[src/rtl/logreg_class_scheduler.sv]
// Sequences one shared inner-product datapath over every one-vs-all theta set
// for a held 9x9 window and returns the argmax class and its score.
module logreg_class_scheduler #(
  parameter int NUM_CLASSES = 10,
  parameter int NPIX        = 81,
  parameter int PIX_W       = 7,
  parameter int ACC_W       = 32,
  parameter int CLS_W       = 4,
  parameter int IP_LAT      = 0
) (
  input  logic                  clk,
  input  logic                  rst_n,
  input  logic                  win_valid,
  output logic                  win_ready,
  input  logic [NPIX*PIX_W-1:0] win_data,
  output logic [NPIX*PIX_W-1:0] x_hold,
  output logic [CLS_W-1:0]      class_sel,
  input  logic [ACC_W-1:0]      hprime,
  output logic                  res_valid,
  input  logic                  res_ready,
  output logic [CLS_W-1:0]      res_class,
  output logic [ACC_W-1:0]      res_score,
  output logic [1:0]            state_dbg
);

  // Handshakes: a transfer happens on a rising edge where valid and ready are
  // both high; valid, once raised, holds with stable data until that edge.
  typedef enum logic [1:0] {IDLE = 2'd0, EVAL = 2'd1, DONE = 2'd2} state_e;

  localparam logic [CLS_W-1:0] LAST = CLS_W'(NUM_CLASSES - 1);

  state_e                  state_q, state_d;
  logic                    init_q;
  logic [NPIX*PIX_W-1:0]   x_hold_q, x_hold_d;
  logic [CLS_W-1:0]        issue_cnt_q, issue_cnt_d;
  logic                    issue_done_q, issue_done_d;
  logic [CLS_W-1:0]        cap_cnt_q, cap_cnt_d;
  logic signed [ACC_W-1:0] best_q, best_d;
  logic [CLS_W-1:0]        best_cls_q, best_cls_d;
  logic [CLS_W-1:0]        res_class_q, res_class_d;
  logic [ACC_W-1:0]        res_score_q, res_score_d;
  logic                    issue_vld;
  logic                    cap_vld;

  assign issue_vld = (state_q == EVAL) && !issue_done_q;

  // Issue-valid delay line: a capture lines up with the hprime of the class
  // that was issued IP_LAT cycles earlier.
  generate
    if (IP_LAT == 0) begin : g_nolat
      assign cap_vld = issue_vld;
    end else begin : g_lat
      logic [IP_LAT-1:0] pipe_q;
      always_ff @(posedge clk or negedge rst_n) begin
        if (!rst_n) begin
          pipe_q <= '0;
        end else begin
          pipe_q[0] <= issue_vld;
          for (int i = 1; i < IP_LAT; i++) pipe_q[i] <= pipe_q[i-1];
        end
      end
      assign cap_vld = pipe_q[IP_LAT-1];
    end
  endgenerate

  always_ff @(posedge clk or negedge rst_n) begin
    if (!rst_n) begin
      state_q      <= IDLE;
      init_q       <= 1'b0;
      x_hold_q     <= '0;
      issue_cnt_q  <= '0;
      issue_done_q <= 1'b0;
      cap_cnt_q    <= '0;
      best_q       <= '0;
      best_cls_q   <= '0;
      res_class_q  <= '0;
      res_score_q  <= '0;
    end else begin
      state_q      <= state_d;
      init_q       <= 1'b1;
      x_hold_q     <= x_hold_d;
      issue_cnt_q  <= issue_cnt_d;
      issue_done_q <= issue_done_d;
      cap_cnt_q    <= cap_cnt_d;
      best_q       <= best_d;
      best_cls_q   <= best_cls_d;
      res_class_q  <= res_class_d;
      res_score_q  <= res_score_d;
    end
  end

  always_comb begin
    state_d      = state_q;
    x_hold_d     = x_hold_q;
    issue_cnt_d  = issue_cnt_q;
    issue_done_d = issue_done_q;
    cap_cnt_d    = cap_cnt_q;
    best_d       = best_q;
    best_cls_d   = best_cls_q;
    res_class_d  = res_class_q;
    res_score_d  = res_score_q;
    case (state_q)
      IDLE: begin
        if (win_valid && win_ready) begin
          x_hold_d     = win_data;
          issue_cnt_d  = '0;
          issue_done_d = 1'b0;
          cap_cnt_d    = '0;
          state_d      = EVAL;
        end
      end
      EVAL: begin
        if (issue_vld) begin
          if (issue_cnt_q == LAST) issue_done_d = 1'b1;
          else                     issue_cnt_d  = issue_cnt_q + CLS_W'(1);
        end
        if (cap_vld) begin
          // Strict greater-than keeps the lower class index on ties.
          if (cap_cnt_q == '0 || $signed(hprime) > best_q) begin
            best_d     = $signed(hprime);
            best_cls_d = cap_cnt_q;
          end
          if (cap_cnt_q == LAST) begin
            res_class_d = best_cls_d;
            res_score_d = best_d;
            state_d     = DONE;
          end else begin
            cap_cnt_d = cap_cnt_q + CLS_W'(1);
          end
        end
      end
      DONE: begin
        if (res_ready) state_d = IDLE;
      end
      default: state_d = IDLE;
    endcase
  end

  assign win_ready = init_q && (state_q == IDLE);
  assign res_valid = (state_q == DONE);
  assign x_hold    = x_hold_q;
  assign class_sel = issue_cnt_q;
  assign res_class = res_class_q;
  assign res_score = res_score_q;
  assign state_dbg = state_q;

endmodule
[config.mk]
export PLATFORM = sky130hd
export DESIGN_NAME = logreg_class_scheduler
export DESIGN_NICKNAME = d
export VERILOG_FILES = /design/src/rtl/logreg_class_scheduler.sv
export SDC_FILE = /design/constraint.sdc
export NUM_CORES = 1
export LEC_CHECK = 0
export BUFFER_PORTS_ARGS = -buffer_cell sky130_fd_sc_hd__buf_2
export CORE_AREA = 5 5 468 470
export CTS_CLUSTER_DIAMETER = 200
export CTS_CLUSTER_SIZE = 25
export DETAILED_ROUTE_END_ITERATION = 16
export DIE_AREA = 0 0 473 475
export SKIP_CTS_REPAIR_TIMING = 1
export SLEW_MARGIN = 15
export SYNTH_ARGS = -nofsm -noshare
export SYNTH_HDL_FRONTEND = slang
export SYNTH_SLANG_ARGS = --single-unit
[constraint.sdc]
create_clock -name clk -period 8.8 [get_ports clk]
set_clock_uncertainty 0.2 [all_clocks]
set_input_delay 2.64 -clock clk [delete_from_list [all_inputs] [get_ports clk]]
set_output_delay 2.64 -clock clk [all_outputs]
set_load 0.01 [all_outputs]
==> metrics.csv <==
metric,value,unit
outcome,finished clean,
WHS Path Cells,2,
P per Cell Area,368.5,nW/um2
Die Wd,473,um
CP peak stage delay,0.64,ns
hpwl dp,157.8,mm
# DRC,0,
Final ANT Viol Nets,0,
worst-skew pair later-pin latency,0.68,ns
register area share after synthesis,0.6332,
count of different cell masters after synthesis,48,
1st-iter DRT viols,1285,
mean area per synthesized cell,9.015,um2
Pwr Total,13.36,mW
clk buf depth,3,
# fillers,24439,
final WL,186.0,mm
Stages on worst setup path,10,
die area,224700,um2
RD Place Congestion,0.9215,
RR Startpoint,best_q[19],
"top cells by area, synth","dfrtp_1, nand2_1, clkbuf_1",
Die Y,475,um
Post-synth ARST share,1.000,
cell depth of the worst flop-to-flop path,10,
Main synth FF type,dfrtp_1,
R2R Setup Slk,4.80,ns
port buffer count,1213,
initial antenna violation count,146,
crit path max fanout,36,
placed cell count,6785,
critical path class,primary input to flop,
list of most frequent post-synthesis cells,"nand2_1, dfrtp_1, clkbuf_1",
worst path cell trace,buf_2 -> ha_1 -> a21oi_1 -> o21ai_1 -> a22oi_1 -> or4b_1 -> a21o_4 -> nor3_4 -> buf_4 -> mux2_2,
Hold Crit Endpoint,x_hold[173],
Ys Warns,0,
hold_ws,0.2733,ns
fin crit period,5.644,ns
"count leader, synth",nand2_1,
Final Non-Filler Cells,6867,
vias in the first global route,25044,
Final Hold Vio Count,0,
syn_nets,3494,
"delay-heaviest family, CP",compound AO/OA/AOI/OAI gates,
Syn Inst Count,2854,
Post-Route Setup TNS,0,ns
worst reg2reg path endpoint,best_q[2],
Num CTS Buffers,34,
post-synthesis cell area,25730,um2
Worst Setup Start Kind,primary input,
Starting Density,0.1202,
RSZ-0062 raised after global routing,no,
slew margin rel.,0.3138,
DR pass1 iterations,5,
Vias,24587,
Leak,19.72,nW
Yosys top cell area share,0.6332,
register bit count reported by yosys,651,
CP Capture Type,flop,
root buffer cell,clkbuf_16,
VDD IR-drop max,197.7,uV
total track usage,0.1587,
first-pass GRT wire length,240.8,mm
H-tree levels,2,
io pins,1214,
Hold Startpoint,x_hold[173],
Slew Limit Fails,0,
DR vias/cell,3.580,
Buf/Inv on CP,2,
number of synthesized flops with an enable pin,0,
final setup vio count,0,
Worst Max-Slew Pin Slew,1.029,ns
CTS tree,done,
crit path max-delay cell type,or4b_1,
Hold Path Class,flop to flop,
Final period util,0.6413,
Yosys top cell by area,dfrtp_1,
synthesis-to-layout area growth,40.93,%
core area,214000,um2
pin count of the biggest net entering global routing,163,
FP Rows,170,
Wirelength per Cell,27.08,um
Clock Sinks,651,
WP data required,9.17,ns
FMAX,0.1772,GHz
clk slew on worst S/H paths,0.11,ns
CP arrival,6.02,ns
nets,4623,
fraction of layout cells with a size suffix above 1,0.3343,
MaxCap Viol Count,0,
total grt overflow,0,
## through the flow
stage               area [um2]    util  setup WS [ns]
floorplan                25730       -          3.511
global placement         35140  0.1642          2.485
detailed placement       35140  0.1642          2.466
CTS                      36160  0.1690          3.253
global route             36220  0.1692          3.081
finish                   36260  0.1694          3.156
## sequential cells by signal (all words and copies together), names as in the netlist
signal        count
res_score        32
init_q            1
res_class         4
best_q           32
issue_done_q      1
class_sel         4
cap_cnt_q         4
x_hold          567
state_dbg         2
best_cls_q        4
## power by group
group / switching [mW] / internal (mW)
combinational: 4.19 / 1.98
sequential: 0.841 / 4.37
clock: 1.20 / 0.779
## per-layer routing
metal / vias to the layer above / GRT usage / part of all wire
li1: 11078 / - / -
met1: 11972 / 0.1771 / 0.38
met2: 1162 / 0.2635 / 0.47
met3: 317 / 0.07974 / 0.12
met4: 58 / 0.05106 / 0.034
met5: - / 0 / 0.0021
## worst reg2reg max path: stages, from the launching register on
cell	delay, ns
dfrtp_1	0.40
inv_1	0.06
ha_1	0.30
a21oi_1	0.14
o21ai_1	0.16
a22oi_1	0.30
or4b_1	0.64
a21o_4	0.42
nor3_4	0.26
buf_4	0.59
mux2_2	0.43
## cell usage in the layout, fill, tap and decap left out, drive strengths merged, types with 2 or more instances in the layout
| cell type | count |
|---|---|
| ha | 37 |
| inv | 43 |
| nand2b | 2 |
| nor3b | 2 |
| nand3 | 39 |
| a21oi | 16 |
| nor2b | 2 |
| clkinv | 3 |
| nor3 | 3 |
| diode | 38 |
| and2 | 2 |
| nor4 | 3 |
| nand4 | 10 |
| xor2 | 4 |
| nor2 | 50 |
| buf | 1244 |
| a31oi | 36 |
| dfrtp | 651 |
| mux2 | 37 |
| a21o | 5 |
| clkbuf | 35 |
| o21ai | 39 |
| nand2 | 1709 |
## layout make-up
| class | instances | area (um2) | area share |
|---|---|---|---|
| tap | 2838 | 3551 | 0.09793 |
| antenna | 38 | 95.09 | 0.002623 |
| multi-input combinational | 2013 | 8705 | 0.2401 |
| clock inverter | 9 | 143.9 | 0.003968 |
| inverter | 39 | 146.4 | 0.004037 |
| timing repair buffer | 1244 | 6451 | 0.1779 |
| sequential | 651 | 16290 | 0.4493 |
| clock buffer | 35 | 875.8 | 0.02416 |
## kinds of logic (layout without fill, tap and decap cells)
logic type               after synthesis  after routing  share of synthesized area
AO/OA/AOI/OAI                        107            107                    0.02505
buffers and inverters                190           1327                    0.02918
flip-flops                           651            651                     0.6332
AND/OR/NAND/NOR                     1827           1827                     0.2728
XOR/XNOR                               4              4                   0.001362
adder cells (fa/ha/maj)               37             37                    0.01799
other                                  1             39                  0.0001458
multiplexers                          37             37                    0.02028
## worst max-delay path by stage
stage	startpoint	end
2_1_floorplan	hprime[31]	best_q[10]
3_3_place_gp	hprime[19]	best_q[2]
3_5_place_dp	hprime[19]	best_q[2]
4_1_cts	hprime[19]	best_q[2]
5_1_grt	hprime[17]	best_q[2]
6_report	hprime[17]	best_q[2]
Power figures use the tool's default switching activity.
